## src/rtl/gpi_debounce.sv

```systemverilog
// rtl/gpi_debounce.sv - per-channel synchroniser, counter debounce, polarity and rise/fall events
// Optional sticky event flags: GPI_DEBOUNCE_EVENT_LATCH_EN
module gpi_debounce #(
  parameter int              NumIn          = 7,
  parameter int              SyncStages     = 2,
  parameter int              DebounceCycles = 500000,
  parameter logic [NumIn-1:0] InvertMask    = '0
) (
  input  logic             clk_sys_i,
  input  logic             rst_sys_ni,
  input  logic [NumIn-1:0] raw_i,
  output logic [NumIn-1:0] level_o,
  output logic [NumIn-1:0] rise_o,
  output logic [NumIn-1:0] fall_o,
  output logic [NumIn-1:0] evt_pending_o,
  input  logic [NumIn-1:0] evt_clr_i
);

  localparam int              CntW    = $clog2(DebounceCycles + 1);
  localparam logic [CntW-1:0] CntLast = CntW'(DebounceCycles - 1);
  localparam logic [CntW-1:0] CntOne  = CntW'(1);

  logic [SyncStages-1:0][NumIn-1:0] sync_q;
  logic [NumIn-1:0]                 sync_s;
  logic [NumIn-1:0]                 stable_q;
  logic [NumIn-1:0][CntW-1:0]       cnt_q;
  logic [NumIn-1:0]                 prev_q;

  always_ff @(posedge clk_sys_i or negedge rst_sys_ni) begin
    if (!rst_sys_ni) begin
      sync_q <= '0;
    end else begin
      sync_q <= {sync_q[SyncStages-2:0], raw_i};
    end
  end

  assign sync_s = sync_q[SyncStages-1];

  // Any sample agreeing with the stable value restarts the count, so only an
  // unbroken run of DebounceCycles differing samples is accepted.
  always_ff @(posedge clk_sys_i or negedge rst_sys_ni) begin
    if (!rst_sys_ni) begin
      stable_q <= '0;
      cnt_q    <= '0;
    end else begin
      for (int i = 0; i < NumIn; i++) begin
        if (sync_s[i] == stable_q[i]) begin
          cnt_q[i] <= '0;
        end else if (cnt_q[i] == CntLast) begin
          stable_q[i] <= sync_s[i];
          cnt_q[i]    <= '0;
        end else begin
          cnt_q[i] <= cnt_q[i] + CntOne;
        end
      end
    end
  end

  assign level_o = stable_q ^ InvertMask;

  // prev_q resets to the reset-time level so reset release never looks like an edge.
  always_ff @(posedge clk_sys_i or negedge rst_sys_ni) begin
    if (!rst_sys_ni) begin
      prev_q <= InvertMask;
    end else begin
      prev_q <= level_o;
    end
  end

  assign rise_o = level_o & ~prev_q;
  assign fall_o = ~level_o & prev_q;

`ifdef GPI_DEBOUNCE_EVENT_LATCH_EN
  logic [NumIn-1:0] evt_q;

  // A new event outranks a clear arriving in the same cycle.
  always_ff @(posedge clk_sys_i or negedge rst_sys_ni) begin
    if (!rst_sys_ni) begin
      evt_q <= '0;
    end else begin
      evt_q <= (evt_q & ~evt_clr_i) | rise_o | fall_o;
    end
  end

  assign evt_pending_o = evt_q;
`else
  logic unused_evt_clr;

  assign unused_evt_clr = ^evt_clr_i;
  assign evt_pending_o  = '0;
`endif

endmodule

```

## config.mk

```make
export PLATFORM = sky130hd
export DESIGN_NAME = gpi_debounce
export DESIGN_NICKNAME = d
export VERILOG_FILES = /design/src/rtl/gpi_debounce.sv
export SDC_FILE = /design/constraint.sdc
export NUM_CORES = 1
export LEC_CHECK = 0
export CELL_PAD_IN_SITES_DETAIL_PLACEMENT = 0
export CELL_PAD_IN_SITES_GLOBAL_PLACEMENT = 1
export CORE_ASPECT_RATIO = 1.4
export CORE_MARGIN = 1
export CORE_UTILIZATION = 45
export DETAILED_ROUTE_END_ITERATION = 8
export DONT_BUFFER_PORTS = 1
export PLACE_DENSITY = 0.73
export SYNTH_ARGS = -nofsm -noshare
export SYNTH_HDL_FRONTEND = slang
export SYNTH_SLANG_ARGS = --single-unit
```

## constraint.sdc

```tcl
create_clock -name clk_sys_i -period 2 [get_ports clk_sys_i]
set_input_delay 0.3 -clock clk_sys_i [delete_from_list [all_inputs] [get_ports clk_sys_i]]
set_output_delay 0.3 -clock clk_sys_i [all_outputs]
set_load 0.005 [all_outputs]
```

==> results.ini <==
[yosys]
combined_area_of_all_synthesized_cells_um2=7520
synth_edf_count=0
dominantRegCellSynth=dfrtp_1
yosysWarnings=0
synth_seq_cells=161
async_reset_ff_frac=1.00
postSynthAreaPerCell_um2=10.1
syn-instance-count=741
synth_sequential_area_ratio=0.536
count_of_distinct_cell_types_in_the_synthesized_netlist=36

[cells_and_area]
nets=803
insertedDiodeCount=0
layout.cell_area.non_filler_um2=8640
num-fill-cells=1459
finalNonFillerCells=992
fin_util=0.532
multi_input_comb_area_um2=3320
layout-drive-gt1-share=0.0946
layout.cells.most_common=dfrtp_1
syn2layout_area_growth_pct=15.0
most-common-layout-cells=161 x dfrtp_1, 115 x nor2_1, 56 x xor2_1, 41 x xnor2_1, 40 x nand2_1
area.sequential_um2=4030

[worst_setup_path]
timing.reg2reg.setup_slack_ps=130
critical_path_depth=4
critical_path_at_ps=2220
critical_path.top_delay_family=simple AND/OR/NAND/NOR gates
critical_path.endpoint_type=flop
rr_startpoint=cnt_q[117]
critical_path_buf_inv_count=0
worst_stage_delay_on_the_critical_path_ps=600
critical_path_required_ps=2350
element_type_at_the_critical_path_start=flop
path_max_fanout=7
worstSetupEndpoint=cnt_q[131]
worstSetupPathType=flop to flop
crit_chain=nand3_1 > or4_4 > or4_1 > a21oi_1
critical_path.reg2reg.endpoint=cnt_q[131]
crit_slowest_cell=or4_4
cp-startpoint=cnt_q[117]
ff2ff_path_depth=4

[die]
ios=44
chipHeight_um=155
std_cell_rows=55
die_width_um=111
die_area_um2=17200
floorplan.initialDensity=0.463
coreArea_um2=16200

[place]
post_dp_cell_area_um2=7910
number_of_i_o_port_buffers=0
place_ws_ps=72.6
placedCellCount=952
place.detailed.hpwl_um=9140
finalWeightedCongestion=0.797

[routing]
initialDrtViolationCount=297
route.final.wire_length_um=13800
routedWlPerCell_um=13.9
post-route-drc-count=6
detail_route.vias_per_cell=5.51
via_count=5461
final_antenna_net_count=0
detail_route.first_pass.iterations=8

[clock_tree]
tritoncts.num_buffers=17
insertion_delay_ps=420
tritoncts=yes
worst_case_clock_buffer_depth=2
clockRootBuffer=clkbuf_16
clock_sink_count=161
postCtsHoldBufs=7
clkSlewWorstSetupHoldPaths_ps=60
clock_tree.htree_level_count=4

[run]
cap_viol_max_count=0

[timing]
timing.final.setup_violations=0
max_freq_ghz=0.536
timing.final.max_slew_violations=0
timing.final.crit_period_ps=1870
final.hold.worst_slack_ps=-432
setup_ws_ps=135
hold_viol_final=161
final.period_utilization=0.933
worst_clock_skew_ps=5.31
setup_repair_after_global_routing_missed_its_margin=no
fin_setup_tns_ps=0

[grt]
grt_usage=0.177
antenna_found_initial=0
number_of_global_route_vias_before_repair=5540
grt_first_pass_wirelength_um=24800
grt_max_degree=162
overflow=0

[run_status]
status=finished with violations
failed_checks=design-rule violations, negative hold slack

[worst_hold_path]
worstHoldPathType=primary input to async pin

[power]
peakVddDrop_mv=0.540
p_per_area_nw_per_um2=810
totalPowerFinal_mw=7.00
leakage_nw=3.59

cells by family (layout without fill, tap and decap cells):
family / Yosys count / count (layout) / share of synthesized area
simple gates: 358 / 358 / 0.252
mux: 7 / 7 / 0.0105
xor+xnor: 97 / 97 / 0.113
compound gates: 64 / 64 / 0.0484
fa+ha+maj: 7 / 7 / 0.0116
buf+inv: 46 / 92 / 0.0278
flops: 161 / 161 / 0.536
other cells: 1 / 7 / 0.000499
Yosys cell counts, types with 8 or more instances:
cell type | number | area share
xnor2_1 | 41 | 0.048
dfrtp_1 | 161 | 0.54
nand2_1 | 40 | 0.020
o31ai_1 | 11 | 0.011
a21oi_1 | 29 | 0.019
nor3_1 | 15 | 0.010
clkbuf_1 | 10 | 0.0050
nand4_1 | 39 | 0.032
o21ai_0 | 16 | 0.011
and4_1 | 15 | 0.017
nor2b_1 | 14 | 0.012
nor2_1 | 115 | 0.057
buf_2 | 8 | 0.0053
xor2_1 | 56 | 0.065
nor4_1 | 21 | 0.017
or3_1 | 22 | 0.018
inv_1 | 21 | 0.010
or4_1 | 15 | 0.015
nand3_1 | 38 | 0.025
where the power goes:
part,internal [mW],switching [mW],total (mW)
Sequential,3.31,0.0414,3.35
Clock,2.20,1.30,3.50
Combinational,0.0654,0.0919,0.157
worst min path at each step:
stage	cells past startpoint	endpoint	startpoint	slack, ps
6_report	0	cnt_q[15]	rst_sys_ni	-430
5_1_grt	0	cnt_q[15]	rst_sys_ni	-450
4_1_cts	0	cnt_q[119]	rst_sys_ni	-450
3_5_place_dp	0	cnt_q[15]	rst_sys_ni	9
3_3_place_gp	0	cnt_q[14]	rst_sys_ni	9
2_1_floorplan	0	cnt_q[0]	rst_sys_ni	4
area by class of cell:
cell class,instances,share of cell area
clock buffers,21,0.0544
clock inverters,11,0.0206
well taps,199,0.0288
repair buffers,39,0.0373
inverters,21,0.00912
flip-flops and latches,161,0.466
multi-input cells,540,0.384
timing repair:
| item | in CTS | in global routing |
|---|---|---|
| gates resized for setup | 0 | 4 |
| buffers inserted | 0 | 1 |
| endpoints found under the setup margin | 0 | 7 |
| endpoints found under the hold margin | 168 | 161 |
metal layers:
layer	global-route usage	vias up	wire length (um)
met4	0.0772	0	222
met3	0.0401	19	361
li1	-	2674	-
met2	0.325	73	7290
met5	0	-	0
met1	0.194	2695	5910
sequential cells by signal, indices dropped and copies added, names as in the netlist:
register / flops
sync_s: 7
prev_q: 7
cnt_q: 133
sync_q: 7
level_o: 7
worst reg2reg max path, stage by stage (launching register included):
cell and delay (ps):
dfrtp_1 430, nand3_1 120, or4_4 600, or4_1 490, a21oi_1 150
(Power assumes the default switching activity.)
